## src/rtl/mc_pkg.sv

```systemverilog
// Shared definitions for the multicycle MIPS main controller:
// state encoding, opcodes, datapath select encodings and the control word.
package mc_pkg;

    typedef enum logic [3:0] {
        S_FETCH  = 4'd0,
        S_DECODE = 4'd1,
        S_MEMADR = 4'd2,
        S_MEMRD  = 4'd3,
        S_MEMWB  = 4'd4,
        S_MEMWR  = 4'd5,
        S_EXEC   = 4'd6,
        S_ALUWB  = 4'd7,
        S_BRANCH = 4'd8,
        S_ADDIEX = 4'd9,
        S_ADDIWB = 4'd10,
        S_JUMP   = 4'd11,
        S_TRAP   = 4'd12
    } state_e;

    localparam logic [5:0] OP_RTYPE = 6'b000000;
    localparam logic [5:0] OP_LW    = 6'b100011;
    localparam logic [5:0] OP_SW    = 6'b101011;
    localparam logic [5:0] OP_BEQ   = 6'b000100;
    localparam logic [5:0] OP_ADDI  = 6'b001000;
    localparam logic [5:0] OP_J     = 6'b000010;

    localparam logic [1:0] SRCB_REG  = 2'b00;
    localparam logic [1:0] SRCB_FOUR = 2'b01;
    localparam logic [1:0] SRCB_IMM  = 2'b10;
    localparam logic [1:0] SRCB_IMM2 = 2'b11;

    localparam logic [1:0] ALUOP_ADD   = 2'b00;
    localparam logic [1:0] ALUOP_SUB   = 2'b01;
    localparam logic [1:0] ALUOP_FUNCT = 2'b10;

    localparam logic [1:0] PCSRC_ALU    = 2'b00;
    localparam logic [1:0] PCSRC_ALUOUT = 2'b01;
    localparam logic [1:0] PCSRC_JUMP   = 2'b10;

    typedef struct packed {
        logic       pc_write;
        logic       branch;
        logic       iord;
        logic       mem_read;
        logic       mem_write;
        logic       ir_write;
        logic       mem_to_reg;
        logic       reg_dst;
        logic       reg_write;
        logic       alu_src_a;
        logic [1:0] alu_src_b;
        logic [1:0] alu_op;
        logic [1:0] pc_src;
        logic       inst_done;
        logic       illegal;
    } ctrl_t;

    localparam int CTRL_W = $bits(ctrl_t);

    function automatic state_e decode_next(input logic [5:0] op);
        state_e s;
        s = S_TRAP;
        case (op)
            OP_LW, OP_SW: s = S_MEMADR;
            OP_RTYPE:     s = S_EXEC;
            OP_BEQ:       s = S_BRANCH;
            OP_ADDI:      s = S_ADDIEX;
            OP_J:         s = S_JUMP;
            default:      s = S_TRAP;
        endcase
        return s;
    endfunction

endpackage

```

## src/rtl/mc_outdec.sv

```systemverilog
// State to control-word decoder; FETCH and MEMWR carry Mealy terms
// that depend on the memory ready handshake.
module mc_outdec
    import mc_pkg::*;
(
    input  logic [3:0]        state_i,
    input  logic              mem_ready_i,
    input  logic              rst_ni,
    output logic [CTRL_W-1:0] ctrl_o
);

    state_e st;
    ctrl_t  c;

    assign st     = state_e'(state_i);
    assign ctrl_o = c;

    always_comb begin
        c = '0;
        unique case (st)
            S_FETCH: begin
                c.mem_read  = 1'b1;
                c.alu_src_b = SRCB_FOUR;
                c.alu_op    = ALUOP_ADD;
                c.pc_src    = PCSRC_ALU;
                // IR/PC must not load while the core is held in reset
                c.ir_write  = mem_ready_i & rst_ni;
                c.pc_write  = mem_ready_i & rst_ni;
            end
            S_DECODE: begin
                c.alu_src_b = SRCB_IMM2;
                c.alu_op    = ALUOP_ADD;
            end
            S_MEMADR: begin
                c.alu_src_a = 1'b1;
                c.alu_src_b = SRCB_IMM;
                c.alu_op    = ALUOP_ADD;
            end
            S_MEMRD: begin
                c.iord     = 1'b1;
                c.mem_read = 1'b1;
            end
            S_MEMWB: begin
                c.reg_write  = 1'b1;
                c.mem_to_reg = 1'b1;
                c.inst_done  = 1'b1;
            end
            S_MEMWR: begin
                c.iord      = 1'b1;
                c.mem_write = 1'b1;
                c.inst_done = mem_ready_i;
            end
            S_EXEC: begin
                c.alu_src_a = 1'b1;
                c.alu_src_b = SRCB_REG;
                c.alu_op    = ALUOP_FUNCT;
            end
            S_ALUWB: begin
                c.reg_dst   = 1'b1;
                c.reg_write = 1'b1;
                c.inst_done = 1'b1;
            end
            S_BRANCH: begin
                c.alu_src_a = 1'b1;
                c.alu_src_b = SRCB_REG;
                c.alu_op    = ALUOP_SUB;
                c.pc_src    = PCSRC_ALUOUT;
                c.branch    = 1'b1;
                c.inst_done = 1'b1;
            end
            S_ADDIEX: begin
                c.alu_src_a = 1'b1;
                c.alu_src_b = SRCB_IMM;
                c.alu_op    = ALUOP_ADD;
            end
            S_ADDIWB: begin
                c.reg_write = 1'b1;
                c.inst_done = 1'b1;
            end
            S_JUMP: begin
                c.pc_src    = PCSRC_JUMP;
                c.pc_write  = 1'b1;
                c.inst_done = 1'b1;
            end
            S_TRAP: begin
                c.illegal = 1'b1;
            end
            default: c = '0;
        endcase
    end

endmodule

```

## src/rtl/mc_control.sv

```systemverilog
// Multicycle main controller FSM: state register, latched opcode and
// next-state logic; control outputs come from mc_outdec.
module mc_control
    import mc_pkg::*;
(
    input  logic       clk,
    input  logic       rst,
    input  logic [5:0] opcode,
    input  logic       mem_ready,
    output logic       pc_write,
    output logic       branch,
    output logic       iord,
    output logic       mem_read,
    output logic       mem_write,
    output logic       ir_write,
    output logic       mem_to_reg,
    output logic       reg_dst,
    output logic       reg_write,
    output logic       alu_src_a,
    output logic [1:0] alu_src_b,
    output logic [1:0] alu_op,
    output logic [1:0] pc_src,
    output logic       inst_done,
    output logic       illegal
);

    state_e            state_q, state_d;
    logic [5:0]        op_q, op_d;
    logic [CTRL_W-1:0] ctrl_w;
    ctrl_t             cw;

    always_ff @(posedge clk or negedge rst) begin
        if (!rst) begin
            state_q <= S_FETCH;
            op_q    <= '0;
        end else begin
            state_q <= state_d;
            op_q    <= op_d;
        end
    end

    always_comb begin
        state_d = state_q;
        op_d    = op_q;
        unique case (state_q)
            S_FETCH:  if (mem_ready) state_d = S_DECODE;
            S_DECODE: begin
                op_d    = opcode;
                state_d = decode_next(opcode);
            end
            S_MEMADR: state_d = (op_q == OP_LW) ? S_MEMRD : S_MEMWR;
            S_MEMRD:  if (mem_ready) state_d = S_MEMWB;
            S_MEMWR:  if (mem_ready) state_d = S_FETCH;
            S_EXEC:   state_d = S_ALUWB;
            S_ADDIEX: state_d = S_ADDIWB;
            S_MEMWB, S_ALUWB, S_BRANCH,
            S_ADDIWB, S_JUMP: state_d = S_FETCH;
            S_TRAP:   state_d = S_TRAP;
            default:  state_d = S_FETCH;
        endcase
    end

    mc_outdec u_outdec (
        .state_i     (state_q),
        .mem_ready_i (mem_ready),
        .rst_ni      (rst),
        .ctrl_o      (ctrl_w)
    );

    assign cw         = ctrl_t'(ctrl_w);
    assign pc_write   = cw.pc_write;
    assign branch     = cw.branch;
    assign iord       = cw.iord;
    assign mem_read   = cw.mem_read;
    assign mem_write  = cw.mem_write;
    assign ir_write   = cw.ir_write;
    assign mem_to_reg = cw.mem_to_reg;
    assign reg_dst    = cw.reg_dst;
    assign reg_write  = cw.reg_write;
    assign alu_src_a  = cw.alu_src_a;
    assign alu_src_b  = cw.alu_src_b;
    assign alu_op     = cw.alu_op;
    assign pc_src     = cw.pc_src;
    assign inst_done  = cw.inst_done;
    assign illegal    = cw.illegal;

endmodule

```

## config.mk

```make
export PLATFORM = sky130hd
export DESIGN_NAME = mc_control
export DESIGN_NICKNAME = d
export VERILOG_FILES = /design/src/rtl/mc_pkg.sv /design/src/rtl/mc_outdec.sv /design/src/rtl/mc_control.sv
export SDC_FILE = /design/constraint.sdc
export NUM_CORES = 1
export LEC_CHECK = 0
export ABC_AREA = 1
export BUFFER_PORTS_ARGS = -buffer_cell sky130_fd_sc_hd__buf_2
export CORE_UTILIZATION = 42
export DETAILED_ROUTE_END_ITERATION = 6
export PLACE_DENSITY = 0.73
export SLEW_MARGIN = 15
export SYNTH_ARGS = -nofsm -noshare
export SYNTH_HDL_FRONTEND = slang
export SYNTH_SLANG_ARGS = --single-unit
```

## constraint.sdc

```tcl
create_clock -name clk -period 1.2 [get_ports clk]
set_input_delay 0.12 -clock clk [delete_from_list [all_inputs] [get_ports clk]]
set_output_delay 0.12 -clock clk [all_outputs]
set_load 0.02 [all_outputs]
```

==> impl_metrics.env <==
export IMPL_setup_slack_ns=-0.5009
export IMPL_port_buffers=26
export IMPL_die_x_um=43.57
export IMPL_maxSlewHeadroom_pct=79.17
export IMPL_die_area_um2=1898
export IMPL_synthCells=117
export IMPL_fin_crit_ns=1.701
export IMPL_grt_overflow_total=0
export IMPL_wl_met2_mm=1.944
export IMPL_tightest_slew_ns=0.3113
export IMPL_crit_type="flip-flop to primary output"
export IMPL_status="complete, but fails checks"
export IMPL_synth_compound_area_share_pct=7.931
export IMPL_ys_types=18
export IMPL_cts_tree="done"
export IMPL_antenna_found_initial=0
export IMPL_rsz0062_at_grt="true"
export IMPL_drc_errors=0
export IMPL_synth_adder_area_share_pct=0
export IMPL_clkLatencyLatePin_ns=0.28
export IMPL_power_density_nw_per_um2=3110
export IMPL_synth_nets=126
export IMPL_ys_seq_area_share_pct=34.48
export IMPL_setup_viol=28
export IMPL_dpl_hpwl_mm=1.658
export IMPL_grt_max_degree=11
export IMPL_drt_initial_drc_count=93
export IMPL_grt_pass1_vias=991
export IMPL_avgSynthCellArea_um2=6.203
export IMPL_viasPerCell=6.005
export IMPL_p_leak_nw=0.7857
export IMPL_setup_tns_ns=-10.60
export IMPL_routabilityCongestion=0.9080
export IMPL_fin_crit_sh_pct=141.7
export IMPL_wl_per_cell_um=20.54
export IMPL_grtUsageTotal_pct=33.16
export IMPL_clockBufferDepth=2
export IMPL_initial_utilization_pct=46.55
export IMPL_vias=1171
export IMPL_met1_length_mm=1.423
export IMPL_crit_fanout=4
export IMPL_yosys_area_share_simple_pct=45.69
export IMPL_hold_violations=0
export IMPL_drv_cap=0
export IMPL_mostFrequentLayoutCell="buf_4"
export IMPL_synth_largest_area_cell="dfrtp_1"
export IMPL_first_pass_iters=5
export IMPL_vdd_drop_max_v=0.001775
export IMPL_met3WireLength_um=307
export IMPL_coreArea_um2=1559
export IMPL_worstPathRequired_ns=1.08
export IMPL_worst_setup_path_start_kind="flip-flop"
export IMPL_violations="setup timing"
export IMPL_wl_mm=4.006
export IMPL_highest_layer="met4"
export IMPL_synthXorXnorAreaFrac_pct=0
export IMPL_die_height_um=43.57
export IMPL_diodes=0
export IMPL_syn_area_um2=725.7
export IMPL_yosysTopAreaCellShare_pct=34.48
export IMPL_max_freq_mhz=587.9
export IMPL_synth_mux_area_share_pct=0
export IMPL_ys_ff_latch=10
export IMPL_ant_nets=0
export IMPL_synth_top_family_by_area="simple AND/OR/NAND/NOR gates"
export IMPL_drv_slew=0
export IMPL_crit_path_end_kind="primary output"
export IMPL_drive_gt1_share_pct=61.45
export IMPL_io_pins=27
export IMPL_cts_buffers=3
export IMPL_cts_sinks=10
export IMPL_clock_skew_ns=0.01190
export IMPL_worstPathArrival_ns=1.58
export IMPL_mostFrequentLayoutCells="buf_4 (25), buf_6 (20), nand2_1 (18)"
export IMPL_yosys_top_cells_area="dfrtp_1 (34%), nand2_1 (17%), nor2_1 (10%), nand3_1 (9.0%), inv_1 (8.8%)"
export IMPL_pre_cts_ws_ns=-0.08161
export IMPL_clk_pin_slew_ns=0.08
export IMPL_fp_row_count=14
export IMPL_h_tree_depth=1
export IMPL_hold_class="input port to flip-flop"
export IMPL_clock_root_buffer="clkbuf_4"
export IMPL_ys_warn_count=0
export IMPL_fin_nets=189
export IMPL_grt_first_pass_wirelength_mm=4.567
export IMPL_area_growth_pct=99.48
-- stage by stage --
step                total power [mW]  instances  instance area [µm²]  util (%)  hold slack (ns)
finish                         4.502        195                 1448     92.86           0.1119
global route                   4.651        195                 1448     92.86           0.1344
CTS                            3.685        187                 1310     84.03          0.08942
detailed placement             2.563        173                 1023     65.65          0.07499
global placement               2.517        173                 1023     65.65          0.07619
floorplan                      1.831        117                755.7         -          -0.1756
-- path summary, 6_finish.rpt --
check	cells past startpoint	slack (ns)	to	start
max in group asynchronous	3	0.69	state_q[2]	rst
min in group asynchronous	3	0.33	op_q[5]	rst
setup / recovery	6	-0.50	inst_done	state_q[1]
hold reg to reg	2	0.51	op_q[1]	op_q[1]
setup reg to reg	11	-0.50	state_q[2]	state_q[3]
hold / removal	3	0.11	op_q[2]	opcode[2]
-- state kept, by name, summed over array words and instances, names as in the netlist --
| name | cells |
|---|---|
| state_q | 4 |
| op_q | 6 |
-- Yosys cell counts --
library cell  count
a21oi_1           2
buf_4             1
dfrtp_1          10
inv_1            17
inv_2             4
nand2_1          32
nand2_2           2
nand3_1          13
nand4_1           3
nor2_1           20
nor2_2            2
nor2_4            2
nor3_1            1
o211ai_1          1
o21ai_0           2
o21ai_1           3
o21ai_2           1
o22ai_1           1
-- report_power, final --
group	total (mW)	leakage [nW]	internal, mW	switching, mW
clock	0.329	0.0210	0.185	0.144
combinational	3.42	0.644	1.55	1.87
sequential	0.750	0.120	0.510	0.240
-- kinds of logic (layout without fill, tap and decap cells) --
| kind of cell | after synthesis | after routing |
|---|---|---|
| simple gates | 75 | 75 |
| buf+inv | 22 | 84 |
| compound gates | 10 | 10 |
| flops | 10 | 10 |
-- routing by layer --
layer | GRT usage, % | up-vias
met3 | 7.083 | 39
met4 | 16.88 | 0
met5 | 0 | -
li1 | - | 490
met1 | 40.31 | 530
met2 | 54.93 | 112
-- cell type report --
cell class	instances	area [µm²]
inverters	21	93.84
well taps	16	20.02
repair buffers	59	503.0
flip-flops and latches	10	255.2
clock buffers	4	36.28
fillers	63	111.4
multi-input cells	85	539.3
-- critical path: stages, from the launching register on --
cell	delay, ns
dfrtp_2	0.48
nor2_4	0.17
inv_4	0.08
nor3_4	0.15
nor2_2	0.07
o211ai_1	0.13
buf_4	0.21
-- repair_timing --
item                                    CTS  global route
pin swaps                                11            13
hold buffers                              1             0
gates resized for setup                  59            22
endpoints found under the hold margin    10             0
cloned                                    0             0
buffers inserted                          9             8
endpoints found under the setup margin   25            28
No activity file was read; power rests on OpenSTA's default activity.
